<file path="config.mk">
export PLATFORM = sky130hd
export DESIGN_NAME = axi4l_if_flat
export DESIGN_NICKNAME = d
export VERILOG_FILES = /design/src/rtl/axi4l_if_if.sv /design/src/rtl/axi4l_if.sv /design/src/flat_wrapper.sv
export SDC_FILE = /design/constraint.sdc
export NUM_CORES = 1
export LEC_CHECK = 0
export BUFFER_PORTS_ARGS = -buffer_cell sky130_fd_sc_hd__buf_2
export CAP_MARGIN = 10
export CORE_MARGIN = 4
export CORE_UTILIZATION = 45
export CTS_BUF_LIST = sky130_fd_sc_hd__clkbuf_16
export DETAILED_ROUTE_END_ITERATION = 16
export GPL_TIMING_DRIVEN = 0
export HOLD_SLACK_MARGIN = 0.15
export PLACE_DENSITY = 0.69
export SYNTH_ARGS = -nofsm -noshare
export SYNTH_HDL_FRONTEND = slang
export SYNTH_SLANG_ARGS = --single-unit
</file>
<file path="constraint.sdc">
create_clock -name axi4l_aclk -period 5.5 [get_ports axi4l_aclk]
set_input_delay 0 -clock axi4l_aclk [delete_from_list [all_inputs] [get_ports axi4l_aclk]]
set_output_delay 0 -clock axi4l_aclk [all_outputs]
set_load 0.1 [all_outputs]
</file>
<file path="src/rtl/axi4l_if_if.sv">
// AXI4-Lite bus bundle between a register-block slave and its master.
// Latency: none, wires only.
// Backpressure: carried by the ready/valid pairs of each of the five channels.
interface axi4l_if_if #(
    parameter int ADDR_WIDTH = 32,
    parameter int DATA_WIDTH = 32
);
    // write address channel
    logic [ADDR_WIDTH-1:0]   axi4l_awaddr;
    logic [2:0]              axi4l_awprot;
    logic                    axi4l_awvalid;
    logic                    axi4l_awready;
    // write data channel
    logic [DATA_WIDTH-1:0]   axi4l_wdata;
    logic [DATA_WIDTH/8-1:0] axi4l_wstrb;
    logic                    axi4l_wvalid;
    logic                    axi4l_wready;
    // write response channel
    logic [1:0]              axi4l_bresp;
    logic                    axi4l_bvalid;
    logic                    axi4l_bready;
    // read address channel
    logic [ADDR_WIDTH-1:0]   axi4l_araddr;
    logic [2:0]              axi4l_arprot;
    logic                    axi4l_arvalid;
    logic                    axi4l_arready;
    // read data channel
    logic [DATA_WIDTH-1:0]   axi4l_rdata;
    logic [1:0]              axi4l_rresp;
    logic                    axi4l_rvalid;
    logic                    axi4l_rready;

    modport master (
        output axi4l_awaddr, axi4l_awprot, axi4l_awvalid,
        input  axi4l_awready,
        output axi4l_wdata, axi4l_wstrb, axi4l_wvalid,
        input  axi4l_wready,
        input  axi4l_bresp, axi4l_bvalid,
        output axi4l_bready,
        output axi4l_araddr, axi4l_arprot, axi4l_arvalid,
        input  axi4l_arready,
        input  axi4l_rdata, axi4l_rresp, axi4l_rvalid,
        output axi4l_rready
    );

    modport slave (
        input  axi4l_awaddr, axi4l_awprot, axi4l_awvalid,
        output axi4l_awready,
        input  axi4l_wdata, axi4l_wstrb, axi4l_wvalid,
        output axi4l_wready,
        output axi4l_bresp, axi4l_bvalid,
        input  axi4l_bready,
        input  axi4l_araddr, axi4l_arprot, axi4l_arvalid,
        output axi4l_arready,
        output axi4l_rdata, axi4l_rresp, axi4l_rvalid,
        input  axi4l_rready
    );
endinterface

</file>
<file path="src/rtl/axi4l_if.sv">
// AXI4-Lite slave holding NUM_REGS 32-bit read/write registers, byte-strobed writes.
// Latency: B one edge after the later of AW/W is accepted; R one edge after AR.
// Backpressure: AW/W stall while a response is pending or the channel is held; AR stalls while rvalid.
// Optional feature: define AXI4L_IF_SLVERR_EN to answer out-of-range addresses with SLVERR
// (write dropped, rdata 0); otherwise upper address bits alias onto the register file.
module axi4l_if #(
    parameter int ADDR_WIDTH = 32,
    parameter int DATA_WIDTH = 32,
    parameter int NUM_REGS   = 16
) (
    input  logic       axi4l_aclk,
    input  logic       axi4l_arstn,   // active-high synchronous reset despite the name
    axi4l_if_if.slave  bus
);
    localparam int         IDX_W       = $clog2(NUM_REGS);
    localparam int         STRB_W      = DATA_WIDTH / 8;
    localparam logic [1:0] RESP_OKAY   = 2'b00;
    localparam logic [1:0] RESP_SLVERR = 2'b10;

    // write-side state
    logic                  aw_held_q, aw_held_d;
    logic                  w_held_q,  w_held_d;
    logic [ADDR_WIDTH-1:0] awaddr_q,  awaddr_d;
    logic [DATA_WIDTH-1:0] wdata_q,   wdata_d;
    logic [STRB_W-1:0]     wstrb_q,   wstrb_d;
    logic                  bvalid_q,  bvalid_d;
    logic [1:0]            bresp_q,   bresp_d;
    // read-side state
    logic                  rvalid_q,  rvalid_d;
    logic [DATA_WIDTH-1:0] rdata_q,   rdata_d;
    logic [1:0]            rresp_q,   rresp_d;
    // register file
    logic [DATA_WIDTH-1:0] regs_q [NUM_REGS];
    logic [DATA_WIDTH-1:0] regs_d [NUM_REGS];

    logic                  awready, wready, arready;
    logic                  aw_hs, w_hs, ar_hs;
    logic                  wr_commit;
    logic [ADDR_WIDTH-1:0] wr_addr;
    logic [DATA_WIDTH-1:0] wr_data;
    logic [STRB_W-1:0]     wr_strb;
    logic [IDX_W-1:0]      wr_idx;
    logic                  wr_err;
    logic [ADDR_WIDTH-1:0] rd_addr;
    logic [IDX_W-1:0]      rd_idx;
    logic                  rd_err;
    logic                  unused_ok;

    // Readies are forced low during reset so nothing is accepted while state is clearing.
    assign awready = ~aw_held_q & ~bvalid_q & ~axi4l_arstn;
    assign wready  = ~w_held_q  & ~bvalid_q & ~axi4l_arstn;
    assign arready = ~rvalid_q  & ~axi4l_arstn;

    assign aw_hs = bus.axi4l_awvalid & awready;
    assign w_hs  = bus.axi4l_wvalid  & wready;
    assign ar_hs = bus.axi4l_arvalid & arready;

    // The write completes on the edge where the second of AW/W arrives; the other half
    // may be arriving this cycle or already parked in its holding register.
    assign wr_commit = (aw_held_q | aw_hs) & (w_held_q | w_hs);
    assign wr_addr   = aw_hs ? bus.axi4l_awaddr : awaddr_q;
    assign wr_data   = w_hs  ? bus.axi4l_wdata  : wdata_q;
    assign wr_strb   = w_hs  ? bus.axi4l_wstrb  : wstrb_q;
    assign wr_idx    = wr_addr[IDX_W+1:2];
    assign rd_addr   = bus.axi4l_araddr;
    assign rd_idx    = rd_addr[IDX_W+1:2];

`ifdef AXI4L_IF_SLVERR_EN
    assign wr_err = |wr_addr[ADDR_WIDTH-1:IDX_W+2];
    assign rd_err = |rd_addr[ADDR_WIDTH-1:IDX_W+2];
`else
    assign wr_err = 1'b0;
    assign rd_err = 1'b0;
`endif

    // Prot bits, byte-offset bits and (when aliasing) the upper address bits carry no meaning here.
    assign unused_ok = ^{bus.axi4l_awprot, bus.axi4l_arprot, wr_addr, rd_addr};

    // Write path: capture AW/W independently, commit when both present, retire B on bready.
    always_comb begin
        aw_held_d = aw_held_q;
        w_held_d  = w_held_q;
        awaddr_d  = awaddr_q;
        wdata_d   = wdata_q;
        wstrb_d   = wstrb_q;
        bvalid_d  = bvalid_q;
        bresp_d   = bresp_q;
        regs_d    = regs_q;

        if (aw_hs) begin
            aw_held_d = 1'b1;
            awaddr_d  = bus.axi4l_awaddr;
        end
        if (w_hs) begin
            w_held_d = 1'b1;
            wdata_d  = bus.axi4l_wdata;
            wstrb_d  = bus.axi4l_wstrb;
        end

        if (wr_commit) begin
            aw_held_d = 1'b0;
            w_held_d  = 1'b0;
            bvalid_d  = 1'b1;
            bresp_d   = wr_err ? RESP_SLVERR : RESP_OKAY;
            if (!wr_err) begin
                for (int b = 0; b < STRB_W; b++) begin
                    if (wr_strb[b]) begin
                        regs_d[wr_idx][8*b +: 8] = wr_data[8*b +: 8];
                    end
                end
            end
        end else if (bvalid_q && bus.axi4l_bready) begin
            // bresp is left as-is; it is only meaningful while bvalid is high
            bvalid_d = 1'b0;
        end
    end

    // Read path: sample the register file (pre-write value) on AR, hold R until rready.
    always_comb begin
        rvalid_d = rvalid_q;
        rdata_d  = rdata_q;
        rresp_d  = rresp_q;

        if (ar_hs) begin
            rvalid_d = 1'b1;
            rdata_d  = rd_err ? '0 : regs_q[rd_idx];
            rresp_d  = rd_err ? RESP_SLVERR : RESP_OKAY;
        end else if (rvalid_q && bus.axi4l_rready) begin
            rvalid_d = 1'b0;
        end
    end

    // State registers with synchronous reset clearing the register file and all handshake state.
    always_ff @(posedge axi4l_aclk) begin
        if (axi4l_arstn) begin
            aw_held_q <= 1'b0;
            w_held_q  <= 1'b0;
            awaddr_q  <= '0;
            wdata_q   <= '0;
            wstrb_q   <= '0;
            bvalid_q  <= 1'b0;
            bresp_q   <= RESP_OKAY;
            rvalid_q  <= 1'b0;
            rdata_q   <= '0;
            rresp_q   <= RESP_OKAY;
            for (int i = 0; i < NUM_REGS; i++) begin
                regs_q[i] <= '0;
            end
        end else begin
            aw_held_q <= aw_held_d;
            w_held_q  <= w_held_d;
            awaddr_q  <= awaddr_d;
            wdata_q   <= wdata_d;
            wstrb_q   <= wstrb_d;
            bvalid_q  <= bvalid_d;
            bresp_q   <= bresp_d;
            rvalid_q  <= rvalid_d;
            rdata_q   <= rdata_d;
            rresp_q   <= rresp_d;
            for (int i = 0; i < NUM_REGS; i++) begin
                regs_q[i] <= regs_d[i];
            end
        end
    end

    // Outputs read as zero/idle while reset is asserted, before the first edge has cleared them.
    assign bus.axi4l_awready = awready;
    assign bus.axi4l_wready  = wready;
    assign bus.axi4l_arready = arready;
    assign bus.axi4l_bvalid  = bvalid_q & ~axi4l_arstn;
    assign bus.axi4l_bresp   = axi4l_arstn ? 2'b00 : bresp_q;
    assign bus.axi4l_rvalid  = rvalid_q & ~axi4l_arstn;
    assign bus.axi4l_rresp   = axi4l_arstn ? 2'b00 : rresp_q;
    assign bus.axi4l_rdata   = axi4l_arstn ? '0 : rdata_q;

endmodule

</file>
<file path="src/flat_wrapper.sv">
// flat-port wrapper written by rule: the top's interface ports become plain ports
module axi4l_if_flat 
#(
    parameter int ADDR_WIDTH = 32,
    parameter int DATA_WIDTH = 32,
    parameter int NUM_REGS   = 16
)
  (axi4l_aclk, axi4l_arstn, bus_axi4l_awaddr, bus_axi4l_awprot, bus_axi4l_awvalid, bus_axi4l_awready, bus_axi4l_wdata, bus_axi4l_wstrb, bus_axi4l_wvalid, bus_axi4l_wready, bus_axi4l_bresp, bus_axi4l_bvalid, bus_axi4l_bready, bus_axi4l_araddr, bus_axi4l_arprot, bus_axi4l_arvalid, bus_axi4l_arready, bus_axi4l_rdata, bus_axi4l_rresp, bus_axi4l_rvalid, bus_axi4l_rready);
  axi4l_if_if #(.ADDR_WIDTH(ADDR_WIDTH), .DATA_WIDTH(DATA_WIDTH)) bus_i ();
  input  logic axi4l_aclk;
  input  logic axi4l_arstn;
  input wire logic [$bits(bus_i.axi4l_awaddr)-1:0] bus_axi4l_awaddr;
  input wire logic [$bits(bus_i.axi4l_awprot)-1:0] bus_axi4l_awprot;
  input wire logic [$bits(bus_i.axi4l_awvalid)-1:0] bus_axi4l_awvalid;
  output wire logic [$bits(bus_i.axi4l_awready)-1:0] bus_axi4l_awready;
  input wire logic [$bits(bus_i.axi4l_wdata)-1:0] bus_axi4l_wdata;
  input wire logic [$bits(bus_i.axi4l_wstrb)-1:0] bus_axi4l_wstrb;
  input wire logic [$bits(bus_i.axi4l_wvalid)-1:0] bus_axi4l_wvalid;
  output wire logic [$bits(bus_i.axi4l_wready)-1:0] bus_axi4l_wready;
  output wire logic [$bits(bus_i.axi4l_bresp)-1:0] bus_axi4l_bresp;
  output wire logic [$bits(bus_i.axi4l_bvalid)-1:0] bus_axi4l_bvalid;
  input wire logic [$bits(bus_i.axi4l_bready)-1:0] bus_axi4l_bready;
  input wire logic [$bits(bus_i.axi4l_araddr)-1:0] bus_axi4l_araddr;
  input wire logic [$bits(bus_i.axi4l_arprot)-1:0] bus_axi4l_arprot;
  input wire logic [$bits(bus_i.axi4l_arvalid)-1:0] bus_axi4l_arvalid;
  output wire logic [$bits(bus_i.axi4l_arready)-1:0] bus_axi4l_arready;
  output wire logic [$bits(bus_i.axi4l_rdata)-1:0] bus_axi4l_rdata;
  output wire logic [$bits(bus_i.axi4l_rresp)-1:0] bus_axi4l_rresp;
  output wire logic [$bits(bus_i.axi4l_rvalid)-1:0] bus_axi4l_rvalid;
  input wire logic [$bits(bus_i.axi4l_rready)-1:0] bus_axi4l_rready;
  assign bus_i.axi4l_awaddr = bus_axi4l_awaddr;
  assign bus_i.axi4l_awprot = bus_axi4l_awprot;
  assign bus_i.axi4l_awvalid = bus_axi4l_awvalid;
  assign bus_axi4l_awready = bus_i.axi4l_awready;
  assign bus_i.axi4l_wdata = bus_axi4l_wdata;
  assign bus_i.axi4l_wstrb = bus_axi4l_wstrb;
  assign bus_i.axi4l_wvalid = bus_axi4l_wvalid;
  assign bus_axi4l_wready = bus_i.axi4l_wready;
  assign bus_axi4l_bresp = bus_i.axi4l_bresp;
  assign bus_axi4l_bvalid = bus_i.axi4l_bvalid;
  assign bus_i.axi4l_bready = bus_axi4l_bready;
  assign bus_i.axi4l_araddr = bus_axi4l_araddr;
  assign bus_i.axi4l_arprot = bus_axi4l_arprot;
  assign bus_i.axi4l_arvalid = bus_axi4l_arvalid;
  assign bus_axi4l_arready = bus_i.axi4l_arready;
  assign bus_axi4l_rdata = bus_i.axi4l_rdata;
  assign bus_axi4l_rresp = bus_i.axi4l_rresp;
  assign bus_axi4l_rvalid = bus_i.axi4l_rvalid;
  assign bus_i.axi4l_rready = bus_axi4l_rready;
  axi4l_if #(.ADDR_WIDTH(ADDR_WIDTH), .DATA_WIDTH(DATA_WIDTH), .NUM_REGS(NUM_REGS)) u_core (.axi4l_aclk(axi4l_aclk), .axi4l_arstn(axi4l_arstn), .bus(bus_i));
endmodule
</file>
* Word-level counts from Yosys, hierarchy flattened *
Cells that the tools add are included.

cells by class
  $add $sub $neg = 0
  multiply operators = 0
  div/mod/pow operators = 0
  magnitude comparators = 3
  equality and inequality tests = 0
  shift-type cells = 0
  mux-type cells = 30
  bitwise gates (word level) = 20
  reduce and logical (&&, ||, !) cells = 6

operators with widths
  kind                                                         number
  two-way mux 512 bit                                          7
  bitwise mux 512 bit                                          4
  demux 32 bit (select 4 bit)                                  4
  two-way mux 32 bit                                           5
  binary-select mux 32 bit (select 4 bit)                      1
  two-way mux 24 bit                                           1
  two-way mux 16 bit                                           1
  AND 1 bit                                                    11
  >= comparator 5 bit (second input constant)                  2
  NOT 4 -> 5 bit                                               2
  two-way mux 8 bit                                            1
  two-way mux 6 bit                                            1
  less-than comparator 5 x 1 -> 1 bit (second input constant)  1
  NOT 1 bit                                                    5
  two-way mux 1 bit                                            4
  two-way mux 4 bit                                            1
  nonzero test 2 bit                                           2
  logical AND 1 bit                                            3
  OR 1 bit                                                     2
  OR reduction 2 bit                                           1

storage, ports and cells
  register bits = 590
  bits in latches = 0
  bits in writable memories = 0
  memory bits (read-only) = 0
  output and inout bits = 41
  word-level logic and storage cells = 84
  memories = 0

* Logic depth before layout (Yosys ltp) *
Gate-level depths: netlist (run 1).

  depth after elaboration = 21
  mapped depth = 9

* Least setup slack after synthesis (run 1) *
No wires, ideal clock.

  path kind = input to output
  from = in axi4l_arstn
  to = out bus_axi4l_awready
  arrival time = 2.572 ns
  setup slack = 2.928 ns
  stages on the path = 4
  cells stage by stage = buf_2 > clkbuf_1 > clkbuf_1 > nor3_1

on the way
  word-level cells in the longest chain between the ends = 2

ends and longest elaborated chain
  element             RTL line            source
  start: declaration  flat_wrapper.sv:11  input logic axi4l_arstn;
  NOT 1 bit           axi4l_if.sv:50      assign awready = ~aw_held_q & ~bvalid_q & ~axi4l_arstn;
  AND 1 bit           axi4l_if.sv:50
  end: declaration    flat_wrapper.sv:15  output wire logic [$bits(bus_i.axi4l_awready)-1:0] bus_axi4l_awready;

No other way between the ends.

* Worst setup path in the final report (run 1) *
  from = reg u_core.bvalid_q
  to = reg u_core.regs_q[311] (netlist bit)

on the way
  word-level cells in the longest chain between the ends = 18
  elaborated cells on any way between the ends = 33
  classes of those cells = 2 x order compare; 19 x mux; 11 x bitwise; 1 x reduce/logical

ends and longest elaborated chain
  element                               RTL line                        source
  start: declaration                    axi4l_if.sv:26                  logic bvalid_q, bvalid_d;
  start signal: assignment              axi4l_if.sv:155                 bvalid_q <= bvalid_d;
  NOT 1 bit *                           axi4l_if.sv:50, axi4l_if.sv:51
  AND 1 bit (2 in series)               axi4l_if.sv:50
  AND 1 bit                             axi4l_if.sv:54                  assign aw_hs = bus.axi4l_awvalid & awready;
  two-way mux 6 bit                     --
  NOT 4 -> 5 bit (implied by the code)  axi4l_if.sv:108                 regs_d[wr_idx][8*b +: 8] = wr_data[8*b +: 8];
  demux 32 bit (select 4 bit)           axi4l_if.sv:108
  bitwise mux 512 bit                   axi4l_if.sv:108
  two-way mux 512 bit                   axi4l_if.sv:107                 if (wr_strb[b]) begin
  two-way mux 512 bit                   axi4l_if.sv:100                 if (wr_commit) begin
  bitwise mux 512 bit                   axi4l_if.sv:108
  two-way mux 512 bit                   axi4l_if.sv:107
  two-way mux 512 bit                   axi4l_if.sv:100
  bitwise mux 512 bit                   axi4l_if.sv:108
  two-way mux 512 bit                   axi4l_if.sv:107
  two-way mux 512 bit                   axi4l_if.sv:100
  bitwise mux 512 bit                   axi4l_if.sv:108
  two-way mux 512 bit                   axi4l_if.sv:107
  end signal: indexed assignment        axi4l_if.sv:161                 regs_q[i] <= regs_d[i];
  end: declaration                      axi4l_if.sv:33                  logic [DATA_WIDTH-1:0] regs_q [NUM_REGS];

Every way passes the cells marked *; elsewhere a longest branch is shown, timed or not. The select of a mux whose other input is x is not followed.
A chain may end at the register's enable or synchronous reset.

==> results.txt, run 1 <==
Status -> finished, final reports clean
Starting density of the core -> 45.47%
Setup slack after layout -> 2525 ps
Final worst path period need -> 2975 ps
Worst EP required -> 6040 ps
Via count -> 19039
Core Footprint -> 60470 sq um
Fin Setup TNS -> 0 ps
Global-route wire length before repair -> 121000 microns
XOR/XNOR Fraction of Synth Area -> 0%
Final RePlAce weighted congestion -> 0.9227
Slew Limit Headroom -> 17.11%
Skew-Pair Late Insertion Delay -> 630 ps
Drc violations -> 0
Die X -> 255.2 microns
CP Max Fanout -> 10
GRT Util Overall -> 24.49%
Worst-Margin Slew -> 1237 ps
H-tree depth -> 2
Comb pwr share -> 7.9%
Final Hold Fails -> 0
Port-buffer cells -> 85
Yosys warnings -> 0
Post-Synthesis Cells -> 2371
Largest net degree at the start of global routing -> 16
Multiplexer area fraction after synthesis -> 33.41%
Clk root buf -> clkbuf_16
Reg2reg path depth -> 7
Synth Area in Compound Gates -> 2.493%
Clk buf depth -> 3
Via density per instance -> 5.590
Ports -> 154
Pre-CTS setup slack -> 2557 ps
CTS resizes -> 0
Routed WL -> 81010 microns
CP Cell Sequence -> buf_6, or4b_1, buf_2, mux2i_1, buf_4, nor3_2, mux2i_1
CTS clock-pin slew for the worst setup and hold paths -> 60 ps
Drt first pass iters -> 5
Setup Skew -> 13.23 ps
Final worst-path cycle share -> 54.09%
Hold path depth -> 4
Fmax -> 0.3361 GHz
Main combinational cell family by area after synthesis -> multiplexers
EDFF count, synth -> 0
Sequential share of power -> 47.3%
Die height -> 255.2 microns
Num rows -> 90
Ant. Diodes -> 0
Maxcap violations -> 0
Slowest stage delay, CP -> 960 ps
Switching share of power -> 24.92%
Startpoint Class -> register
CTS tree -> done
Detailed Route Iter0 Violations -> 1443
Worst IR Drop VDD -> 0.0001921 V
Fillcell total -> 5082
CP endpoint kind -> register
Post-DP HPWL -> 60020 microns
Dominant synthesized flop cell -> dfxtp_1
Static Leak -> 11.60 nW
Int Pwr -> 6.810 mW
#FFs+latches synth -> 588
Finished Cell Area -> 31360 sq um
Net Sw Power -> 2.260 mW
Initial antenna violation count -> 0
Layout cells sized above 1 -> 18.90%
CP Class -> register to register
Post-synthesis adder-cell area fraction -> 0%
Simple-Gate Fraction of Synth Area -> 17.61%
Post-CTS setup buffers -> 0
RSZ-0062 raised after global routing -> no
Detail Route Antenna Nets -> 0
Synth unique cells -> 41
Power per Cell Area -> 289.2 nW/um^2
Sequential cell area fraction in the yosys report -> 42.81%
CTS buffer count -> 61
Worst Hold Class -> input port to register
Post-Syn Area -> 27500 sq um
CTS Sinks -> 588
Critical Path AT -> 3520 ps
Slowest-stage cell, CP -> nor3_2
Setup-failing EPs final -> 0
Synthesized area per cell -> 11.60 sq um
Asr flop ratio synth -> 0%
Wire per inst -> 23.78 microns
Total Nets Final -> 2687
Clk network pwr share -> 44.8%
Most used cell, CP -> mux2i_1
Max-slew violations -> 0
Placed cell areas -> 28930 sq um
Global route overflow -> 0
DIE AREA -> 65130 sq um
Synthesis-to-layout area growth -> 14.05%
Vias in the first global route -> 19433
power groups by stage:
stage / clock [mW] / sequential (mW) / combinational, mW
after floorplan: 0 / 4.38 / 0.455
after global placement: 0 / 4.38 / 0.664
after detailed placement: 0 / 4.38 / 0.675
after CTS: 4.10 / 4.29 / 0.705
after global routing: 4.28 / 4.29 / 0.744
final: 4.07 / 4.29 / 0.712
worst paths after layout:
check	from	to	slack, ps
min	bus_axi4l_araddr[4]	u_core.rdata_q[18]	240
max reg2reg	u_core.bvalid_q	u_core.regs_q[311]	2520
max	u_core.bvalid_q	u_core.regs_q[311]	2520
min reg2reg	u_core.regs_q[490]	u_core.regs_q[490]	470
worst max-delay path, delay by kind of cell, from the launching register on:
family	cells	cell delay [ps]
DFF	1	310
and+or+nand+nor	2	1460
muxes	2	520
buffers and inverters	3	580
synthesized netlist by cell type (all sizes together) (34+ instances only):
cell type / n / area (sq um)
nand2: 64 / 240.2
clkbuf: 96 / 360.4
dfxtp: 588 / 11770
mux2: 34 / 382.9
nor3: 48 / 573.1
inv: 35 / 131.4
buf: 87 / 516.8
nand2b: 514 / 3216
mux4: 127 / 2860
mux2i: 570 / 5943
state kept, by name (all words and copies together) (netlist names):
register          cells
u_core.wstrb_q        4
u_core.wdata_q       32
u_core.aw_held_q      1
u_core.rdata_q       32
u_core.bvalid_q       1
u_core.awaddr_q       4
u_core.w_held_q       1
u_core.rvalid_q       1
u_core.regs_q       512
layout make-up:
type	instances	area (sq um)	area share, %
Tap cell	782	978.4	3.120
Multi-Input combinational cell	1568	14740	46.99
Buffer	183	877.1	2.797
Timing Repair Buffer	137	943.4	3.008
Clock inverter	52	399.1	1.273
Sequential cell	588	11770	37.53
Inverter	35	131.4	0.4189
Clock buffer	61	1526	4.867
per-layer routing:
metal | track usage, % | share of wire, % | vias up
li1 | - | - | 8710
met1 | 31.70 | 42 | 9578
met2 | 41.83 | 49 | 602
met3 | 3.506 | 5.6 | 149
met4 | 9.260 | 4.0 | 0
met5 | 0 | 0 | -
per-stage QoR:
step                      total power [mW]  hold WS, ps  utilization [%]  std cells
final                                9.070        236.9            51.87       3406
after global routing                 9.310        239.3            51.87       3406
after global placement               5.047        201.2            47.82       3241
after floorplan                      4.836        103.7                -       2374
after CTS                            9.099        212.2            51.87       3406
after detailed placement             5.060        214.9            47.84       3242
kinds of logic (layout without fill, tap and decap cells):
kind of cell           Yosys count  in the layout
other                            1              4
buffers and inverters          218            468
AOI/OAI and AO/OA              103            103
DFF                            588            588
muxes                          731            731
and+or+nand+nor                730            730
timing repair:
| action | in CTS | in global routing |
|---|---|---|
| hold buffers | 51 | 0 |
| endpoints found under the setup margin | 0 | 0 |
| endpoints found under the hold margin | 315 | 0 |
cell usage in the layout, fill, tap and decap left out, types with 3 or more instances in the layout:
master / netlist / final
dfxtp_1: 588 / 588
mux2i_1: 551 / 551
nand2b_1: 514 / 514
buf_2: 56 / 141
mux4_2: 127 / 127
clkbuf_1: 96 / 96
nand2_1: 64 / 64
clkbuf_16: 0 / 61
dlygate4sd3_1: 0 / 51
inv_1: 35 / 49
mux2_2: 34 / 34
nor2b_1: 32 / 32
a21o_1: 32 / 32
o21ai_0: 32 / 32
a22oi_1: 31 / 31
nor3_2: 26 / 26
mux2i_4: 19 / 19
nor3_4: 18 / 18
nand3_2: 15 / 15
clkinv_2: 0 / 13
buf_6: 12 / 12
nor4bb_1: 12 / 12
clkinv_1: 0 / 12
nor2_1: 11 / 11
buf_1: 11 / 11
buf_4: 8 / 9
nand4b_1: 8 / 8
nor4b_1: 9 / 8
bufinv_16: 0 / 6
nor3b_2: 5 / 5
nor3_1: 4 / 4
conb_1: 1 / 4
clkinvlp_4: 0 / 4
a21oi_1: 3 / 3
Note: power is estimated with default switching activity, not from simulation.
==> run 2, diff against run 1 <==
- PLACE_DENSITY: 0.69 -> 0.71
- clock period: 5.5 -> 2.6 ns (I/O delays scaled with it)
==> run 2 against run 1 <==
Compared with the run above: register-to-register slack got worse by 2500 ps; cell count increased by 1.2%; setup slack got worse by 2500 ps; first-iteration DRC count decreased by 5.0%; utilization increased by 1.8 points; via count increased by 2.6%; worst hold slack got worse by 34 ps; count of clock-buffer cells in the layout decreased by 1.
==> results.txt, run 2 (synthesis gave the netlist of run 1 again) <==
Final RePlAce weighted congestion -> 0.9868 (was 0.9227)
Via density per instance -> 5.663 (was 5.590)
Skew-Pair Late Insertion Delay -> 630 ps (about the same)
Worst EP required -> 3160 ps (was 6040 ps)
Total Nets Final -> 2730 (was 2687)
Power per Cell Area -> 604.2 nW/um^2 (was 289.2 nW/um^2)
Largest regs -> u_core.regs_q (512), u_core.rdata_q (32), u_core.wdata_q (32) (unchanged)
Launching point of the worst reg2reg path -> u_core.bvalid_q (unchanged)
Setup crit end -> u_core.regs_q[41] (was u_core.regs_q[311])
H-tree depth -> 2 (unchanged)
Post-Layout Cell Count -> 3448 (was 3406)
Fmax -> 0.3853 GHz (was 0.3361 GHz)
Commonest non-fill, non-tap cell in the layout -> dfxtp_1 (unchanged)
Clk root buf -> clkbuf_16 (unchanged)
CP Max Fanout -> 10 (unchanged)
CP startpoint -> u_core.bvalid_q (unchanged)
Drt first pass iters -> 5 (unchanged)
Layout cells sized above 1 -> 20.71% (was 18.90%)
Critical path's top delay family -> simple AND/OR/NAND/NOR gates (unchanged)
Final Hold Fails -> 0 (unchanged)
Placed cells -> 3242 (unchanged)
DIE AREA -> 65130 sq um (unchanged)
RSZ-0062 raised after global routing -> yes (was no)
Wire per inst -> 23.99 microns (was 23.78 microns)
Most used cell, CP -> buf_6 (was mux2i_1)
CTS Sinks -> 588 (unchanged)
Routed WL -> 82710 microns (was 81010 microns)
Critical Path AT -> 3160 ps (was 3520 ps)
Clk buf depth -> 3 (unchanged)
CP endpoint kind -> register (unchanged)
Status -> finished, final reports clean (unchanged)
Reg2reg setup slack -> 5 ps (was 2520 ps)
Synthesis-to-layout area growth -> 18.02% (was 14.05%)
Levels on crit path -> 8 (was 7)
Core Footprint -> 60470 sq um (unchanged)
CTS buffer count -> 60 (was 61)
Slowest-stage cell, CP -> or4b_1 (was nor3_2)
Detailed Route Iter0 Violations -> 1371 (was 1443)
Starting density of the core -> 45.47% (unchanged)
Largest register by flop count -> u_core.regs_q (unchanged)
Startpoint Class -> register (unchanged)
Slowest stage delay, CP -> 490 ps (was 960 ps)
Setup Skew -> 18.13 ps (was 13.23 ps)
Drc violations -> 0 (unchanged)
Largest net degree at the start of global routing -> 16 (unchanged)
Initial antenna violation count -> 1 (was 0)
CP Cell Sequence -> buf_6, or4b_1, buf_2, mux2i_4, buf_8, nor3b_2, buf_6, mux2i_1 (was buf_6, or4b_1, buf_2, mux2i_1, buf_4, nor3_2, mux2i_1)
CTS tree -> done (unchanged)
Global route overflow -> 0 (unchanged)
Ant. Diodes -> 0 (unchanged)
CP bufs+invs -> 4 (was 3)
Reg2reg path depth -> 8 (was 7)
Detail Route Antenna Nets -> 0 (unchanged)
Num rows -> 90 (unchanged)
Port-buffer cells -> 85 (unchanged)
Final worst path period need -> 2595 ps (was 2975 ps)
Fin Setup TNS -> 0 ps (unchanged)
Worst Hold Class -> input port to register (unchanged)
Final worst-path cycle share -> 99.81% (was 54.09%)
Post-DP HPWL -> 59890 microns (was 60020 microns)
Vias in the first global route -> 19777 (was 19433)
Max-slew violations -> 0 (unchanged)
CP Class -> register to register (unchanged)
Most frequent cells in the layout -> dfxtp_1 (588), mux2i_1 (550), nand2b_1 (514) (was dfxtp_1 (588), mux2i_1 (551), nand2b_1 (514))
Worst R2R End -> u_core.regs_q[41] (was u_core.regs_q[311])
Slew Limit Headroom -> 35.76% (was 17.11%)
Via count -> 19525 (was 19039)
Max reg flops -> 512 (unchanged)
GRT Util Overall -> 24.57% (was 24.49%)
Global-route wire length before repair -> 121700 microns (was 121000 microns)
Maxcap violations -> 0 (unchanged)
Worst-Margin Slew -> 963.6 ps (was 1237 ps)
Ports -> 154 (unchanged)
Die height -> 255.2 microns (unchanged)
Die X -> 255.2 microns (unchanged)
Static Leak -> 12.29 nW (was 11.60 nW)
Worst IR Drop VDD -> 0.0005790 V (was 0.0001921 V)
CTS clock-pin slew for the worst setup and hold paths -> 60 ps (about the same)
Setup-failing EPs final -> 0 (unchanged)
[run 2: cell types whose count changed in the layout (fill, tap and decap cells not counted), sizes merged]
cell / before / now
inv: 51 / 45
clkinv: 26 / 31
clkbuf: 157 / 170
clkinvlp: 4 / 0
buf: 173 / 203
bufinv: 6 / 10
[run 2: final cells by class]
cell class,count,area [sq um]
clock inverter,51,503.0
multi-input combinational,1568,14920
timing repair buffer,181,1724
sequential,588,11770
buffer,183,927.1
tap,782,978.4
inverter,35,131.4
fill,5022,28020
clock buffer,60,1501
[run 2: worst min-delay path by stage]
stage                         from                 end  cells past startpoint
2_1_floorplan  bus_axi4l_araddr[5]  u_core.rdata_q[30]                      1
3_3_place_gp      bus_axi4l_rready     u_core.rvalid_q                      2
3_5_place_dp      bus_axi4l_rready     u_core.rvalid_q                      2
4_1_cts         bus_axi4l_wstrb[2]   u_core.wstrb_q[2]                      4
5_1_grt        bus_axi4l_araddr[4]  u_core.rdata_q[24]                      4
6_report               axi4l_arstn  u_core.awaddr_q[2]                      6
[run 2: layer usage]
metal  vias to the layer above  part of all wire [%]  global-route usage [%]
li1                       8797                     -                       -
met1                      9870                    41                   32.10
met2                       674                    48                   40.86
met3                       184                   5.8                   2.835
met4                         0                   5.0                   11.86
met5                         -                     0                       0
[run 2: power by group]
part,internal [mW],switching (mW)
logic,0.533,1.05
registers,9.05,0.0263
clock network,5.18,3.77
[run 2: what timing repair did]
item	in CTS	in global routing
hold buffers	50	1
buffers inserted	20	24
endpoints found under the hold margin	287	1
gates resized for setup	17	41
endpoints found under the setup margin	298	284
pin swaps	19	24
[run 2: metrics by stage]
step | util (%) | total power, mW | worst slack, ps | cell area (sq um) | hold slack, ps
6_report | 53.67 | 19.61 | 4.841 | 32450 | 203.2
5_1_grt | 53.67 | 20.11 | -38.52 | 32450 | 232.6
4_1_cts | 52.66 | 19.60 | -321.8 | 31850 | 166.8
3_5_place_dp | 47.84 | 10.71 | -368.8 | 28930 | 210.4
3_3_place_gp | 47.82 | 10.68 | -992.1 | 28910 | 200.5
2_1_floorplan | - | 10.23 | 28.32 | 27510 | 103.7
[run 2: worst reg2reg max path, cell delays in order, from the launching register on]
cell,delay [ps]
dfxtp_1,310
buf_6,140
or4b_1,490
buf_2,200
mux2i_4,330
buf_8,240
nor3b_2,390
buf_6,230
mux2i_1,200
